`config.mk`:
```
export PLATFORM = sky130hd
export DESIGN_NAME = align_accum
export DESIGN_NICKNAME = d
export VERILOG_FILES = /design/src/rtl/align_accum_pkg.sv /design/src/rtl/sm_to_tc.sv /design/src/rtl/align_accum.sv
export SDC_FILE = /design/constraint.sdc
export NUM_CORES = 1
export LEC_CHECK = 0
export BUFFER_PORTS_ARGS = -buffer_cell sky130_fd_sc_hd__buf_2
export CORE_MARGIN = 10
export CORE_UTILIZATION = 47
export DETAILED_ROUTE_END_ITERATION = 10
export PLACE_DENSITY = 0.7
export SYNTH_ARGS = -nofsm -noshare
export SYNTH_HDL_FRONTEND = slang
export SYNTH_SLANG_ARGS = --single-unit
```
`constraint.sdc`:
```
create_clock -name clk -period 4.33 [get_ports clk]
set_input_delay 0.866 -clock clk [delete_from_list [all_inputs] [get_ports clk]]
set_output_delay 0.866 -clock clk [all_outputs]
set_load 0.01 [all_outputs]
```
`src/rtl/align_accum_pkg.sv`:
```
// Shared MAC definitions: operand widths and the align_accum state encoding.
package align_accum_pkg;

    localparam int PP_W  = 14;
    localparam int EXP_W = 6;

    localparam logic [1:0] ST_IDLE_ENC  = 2'd0;
    localparam logic [1:0] ST_ACCUM_ENC = 2'd1;
    localparam logic [1:0] ST_HOLD_ENC  = 2'd2;

    typedef enum logic [1:0] {
        ST_IDLE  = ST_IDLE_ENC,
        ST_ACCUM = ST_ACCUM_ENC,
        ST_HOLD  = ST_HOLD_ENC
    } state_t;

endpackage

```
`src/rtl/sm_to_tc.sv`:
```
// Sign-magnitude to two's-complement converter, zero-extending the magnitude to ACC_W.
module sm_to_tc
    import align_accum_pkg::*;
#(
    parameter int ACC_W = 19
) (
    input  logic [PP_W-1:0]  mag,
    input  logic             sign,
    output logic [ACC_W-1:0] tc
);

    logic [ACC_W-1:0] mag_ext;

    // Negating a zero magnitude yields zero, so "-0" needs no special case.
    assign mag_ext = {{(ACC_W - PP_W){1'b0}}, mag};
    assign tc      = sign ? (-mag_ext) : mag_ext;

endmodule

```
`src/rtl/align_accum.sv`:
```
// Accumulates a group of aligned sign-magnitude partial products into one
// two's-complement sum and hands it to the normaliser over valid/ready.
module align_accum
    import align_accum_pkg::*;
#(
    parameter int MAX_TERMS = 16,
    parameter int ACC_W     = 19,
    parameter int CNT_W     = 5
) (
    input  logic             clk,
    input  logic             rst,
    input  logic             in_valid,
    output logic             in_ready,
    input  logic [PP_W-1:0]  shifted_unsign_pp,
    input  logic             pp_sign,
    input  logic [EXP_W-1:0] max_exp,
    input  logic             in_last,
    output logic             out_valid,
    input  logic             out_ready,
    output logic [ACC_W-1:0] acc_sum,
    output logic [EXP_W-1:0] acc_exp,
    output logic [CNT_W-1:0] acc_terms,
    output logic             exp_mismatch,
    output logic             forced_close
);

    // Handshake: a transfer happens on a rising edge where valid && ready are
    // both high; valid and its payload stay stable until that edge.

    state_t           state;
    logic [ACC_W-1:0] term;
    logic [CNT_W-1:0] next_cnt;
    logic             reach_max;
    logic             accept;

    sm_to_tc #(.ACC_W(ACC_W)) u_sm_to_tc (
        .mag  (shifted_unsign_pp),
        .sign (pp_sign),
        .tc   (term)
    );

    assign accept    = in_valid && in_ready;
    assign next_cnt  = acc_terms + CNT_W'(1);
    assign reach_max = (next_cnt == CNT_W'(MAX_TERMS));

    always_ff @(posedge clk or posedge rst) begin
        if (rst) begin
            state        <= ST_IDLE;
            in_ready     <= 1'b0;
            out_valid    <= 1'b0;
            acc_sum      <= '0;
            acc_exp      <= '0;
            acc_terms    <= '0;
            exp_mismatch <= 1'b0;
            forced_close <= 1'b0;
        end else begin
            case (state)
                ST_IDLE: begin
                    // in_ready is low for the first cycle out of reset.
                    in_ready <= 1'b1;
                    if (accept) begin
                        acc_sum      <= term;
                        acc_terms    <= CNT_W'(1);
                        acc_exp      <= max_exp;
                        exp_mismatch <= 1'b0;
                        forced_close <= 1'b0;
                        if (in_last || (MAX_TERMS == 1)) begin
                            state     <= ST_HOLD;
                            in_ready  <= 1'b0;
                            out_valid <= 1'b1;
                        end else begin
                            state <= ST_ACCUM;
                        end
                    end
                end
                ST_ACCUM: begin
                    if (accept) begin
                        acc_sum   <= acc_sum + term;
                        acc_terms <= next_cnt;
                        if (max_exp != acc_exp) begin
                            exp_mismatch <= 1'b1;
                        end
                        if (in_last || reach_max) begin
                            state        <= ST_HOLD;
                            in_ready     <= 1'b0;
                            out_valid    <= 1'b1;
                            forced_close <= !in_last;
                        end
                    end
                end
                ST_HOLD: begin
                    if (out_ready) begin
                        state     <= ST_IDLE;
                        out_valid <= 1'b0;
                        in_ready  <= 1'b1;
                    end
                end
                default: begin
                    state     <= ST_IDLE;
                    in_ready  <= 1'b0;
                    out_valid <= 1'b0;
                end
            endcase
        end
    end

endmodule

```
==> flow_summary_export.csv <==
group,metric,value,unit
run_status,outcome,"complete, no violations",
clocking,htreeDepth,2,
setup_path,start_kind,"input port",
synth,ys.flop_type,"dfrtp_1",
power_and_ir_drop,powerDensity,669,nW/um^2
route,drt-vias-per-instance,5.50,
layout,layout_common_cells,"buf_2, nand2_1, dfrtp_1, a21oi_1, xnor2_1",
layout,drive_gt1_frac,0.222,
synth,yosysTopAreaCellShare,0.317,
setup_path,critical-path-max-stage-delay,390,ps
grt,grt.met1_usage,0.179,
worst_hold_path,min-delay-start,"out_valid$_DFFE_PP0P_",
timing,max_slew_margin,0.394,
synth,synth_edf_count,0,
grt,grt.total_usage,0.146,
timing,min_period_over_period,0.913,
grt,top_usage_layer,"met2",
timing,finalSetupTns,0,ps
power_and_ir_drop,design_power_total,2.20,mW
setup_path,critPathSlowestCell,"or3_1",
timing,finalCriticalPeriod,3950,ps
setup_path,critPathKind,"in -> reg",
timing,max_freq,253,MHz
setup_path,cp.required,4500,ps
synth,syn_inst,330,
synth,ys_types,48,
place,placed_area,3200,sq um
setup_path,critical_path.max_fanout,4,
synth,ys_seq_area_frac,0.317,
place,hpwlAfterDp,5400,microns
grt,antenna_found_initial,0,
clocking,path_clk_slew,80,ps
place,dp.cells,454,
route,drtIter0Drc,116,
setup_path,arrival,4120,ps
grt,grt_max_degree,37,
clocking,cts-root-buf,"clkbuf_8",
clocking,clkLatencyLatePin,290,ps
synth,yosysTopAreaCell,"dfrtp_1",
clocking,cts.sinks,36,
clocking,ctsHoldBuffers,0,
timing,hold_viol_final,0,
power_and_ir_drop,p_leak,1.51,nW
synth,synthesis.area,2840,sq um
floorplanning,die_w,97.7,microns
timing,rsz0062_at_grt,"false",
layout,fin_nets,434,
place,place.gp.congestion,0.849,
floorplanning,coreArea,5890,sq um
clocking,cts.path.max_buffers,2,
synth,synth-seq-cells,36,
layout,final_core_util,0.559,
power_and_ir_drop,ir_worst_vdd,0.300,mV
clocking,post_cts_resized,0,
clocking,cts_setup_buffers,0,
synth,synth_warnings,0,
grt,grt_overflow,0,
floorplanning,die-area,9550,sq um
setup_path,critPathCaptureType,"register",
floorplanning,dieHeight,97.7,microns
run,drv_cap,0,
synth,syn_nets,378,
setup_path,path_cells,"buf_2, nor3_1, nand3_1, or3_1, o31ai_1, xnor2_1, ha_1, nor2_1, inv_1, a2111oi_2, o31ai_1, o41a_1, mux2_4, a21oi_2, a21oi_1",
route,firstDrtPassIters,4,
floorplanning,rows,28,
worst_hold_path,worstHoldPathType,"reg -> reg",
timing,fin_ws,378,ps
clocking,cts_tree,"done",
grt,gr-usage-met2,0.248,
setup_path,rr_startpoint,"acc_sum[0]$_DFFE_PP0P_",
layout,mostFrequentLayoutCell,"buf_2",
floorplanning,initial_core_util,0.483,
grt,grt_first_pass_wirelength,12100,microns
synth,syn_avg_cell_area,8.61,sq um
setup_path,path_common_cell,"o31ai_1",
layout,insertedDiodeCount,0,
synth,synthArstFlopShare,1.00,
grt,grt_pass1_vias,2555,
route,via_count,2541,
route,drc,0,
layout,area_delta_synth_final,15.9,%
timing,hold_ws,482,ps
layout,final_area,3290,sq um
setup_path,cp-startpoint,"shifted_unsign_pp[3]",
timing,setup_viol,0,
setup_path,cp_top_family,"compound AO/OA/AOI/OAI gates",
clocking,cts_inserted_buffers,5,
timing,finalClockSkew,5.90,ps
layout,instances_no_fill,462,
place,io_buffers,59,
timing,worst_pin_slew,906,ps
route,wirelength,7080,microns
setup_path,worst-path-buf-inv,2,
route,routedWlPerCell,15.3,microns
route,postRouteAntennaNets,0,
synth,synthTopCellsByArea,"dfrtp_1, ha_1, xnor2_1",
place,place_ws,130,ps
floorplanning,ios,60,
grt,use_met3,0.0310,
timing,slew_viol_final,0,
-- logic make-up (layout without fill, tap and decap cells) --
family | after synthesis | count (layout) | share of synthesized area
AND/OR/NAND/NOR | 106 | 106 | 0.175
XOR/XNOR | 32 | 32 | 0.0987
adder cells (fa/ha/maj) | 22 | 22 | 0.0996
buffers and inverters | 24 | 81 | 0.0317
AO/OA/AOI/OAI | 96 | 96 | 0.224
multiplexers | 14 | 14 | 0.0537
flip-flops | 36 | 36 | 0.317
-- registers in the layout (all words and copies together), names as in the netlist --
register	flops
acc_exp	6
acc_sum	19
acc_terms	5
exp_mismatch	1
forced_close	1
in_ready	1
out_valid	1
state	2
-- worst register-to-register path, delay by kind of cell (launching register included) --
| family | cells | cell delay (ps) |
|---|---|---|
| multiplexers | 1 | 320 |
| adder cells (fa/ha/maj) | 2 | 650 |
| AO/OA/AOI/OAI | 7 | 1460 |
| flip-flops | 1 | 400 |
-- area by class of cell --
cell class,instances,area (sq um)
clock buffer,5,68.8
clock inverter,3,18.8
fill,549,2590
inverter,11,41.3
multi-input combinational,270,1850
sequential,36,901
tap,75,93.8
timing repair buffer,62,318
-- Yosys cell counts, drive strengths merged (3+ instances only) --
cell type	instances
nand3	10
nand2b	9
o2bb2ai	3
o31ai	10
nor2	21
inv	11
mux2i	7
ha	21
dfrtp	36
clkbuf	13
nor2b	6
a31oi	4
nor3	3
or3	3
a21o	4
o21ai	21
nand2	41
or2	5
xor2	7
a21oi	28
o21bai	4
a22oi	3
mux2	7
o21a	4
xnor2	25
-- path summary, 6_finish.rpt --
| path | endpoint | slack (ps) | cells past startpoint |
|---|---|---|---|
| max in group asynchronous | acc_exp[1]$_DFFE_PP0P_ | 3330 | 3 |
| hold / removal | out_valid$_DFFE_PP0P_ | 480 | 2 |
| hold reg to reg | out_valid$_DFFE_PP0P_ | 480 | 2 |
| setup / recovery | acc_sum[18]$_DFFE_PP0P_ | 380 | 15 |
| setup reg to reg | acc_sum[18]$_DFFE_PP0P_ | 1380 | 10 |
| min in group asynchronous | acc_sum[6]$_DFFE_PP0P_ | 670 | 3 |
-- report_power, final --
group	switching [mW]	internal, mW	leakage [nW]	total (mW)
Clock	0.135	0.112	0.0479	0.247
Sequential	0.149	0.479	0.439	0.628
Combinational	0.723	0.605	1.03	1.33
Total	1.01	1.20	1.51	2.20
-- per-layer routing --
metal | vias up | routed length, microns
li1 | 1288 | -
met1 | 1198 | 3280
met2 | 47 | 3420
met3 | 8 | 299
met4 | 0 | 78
met5 | - | 0
Power figures use the tool's default switching activity.
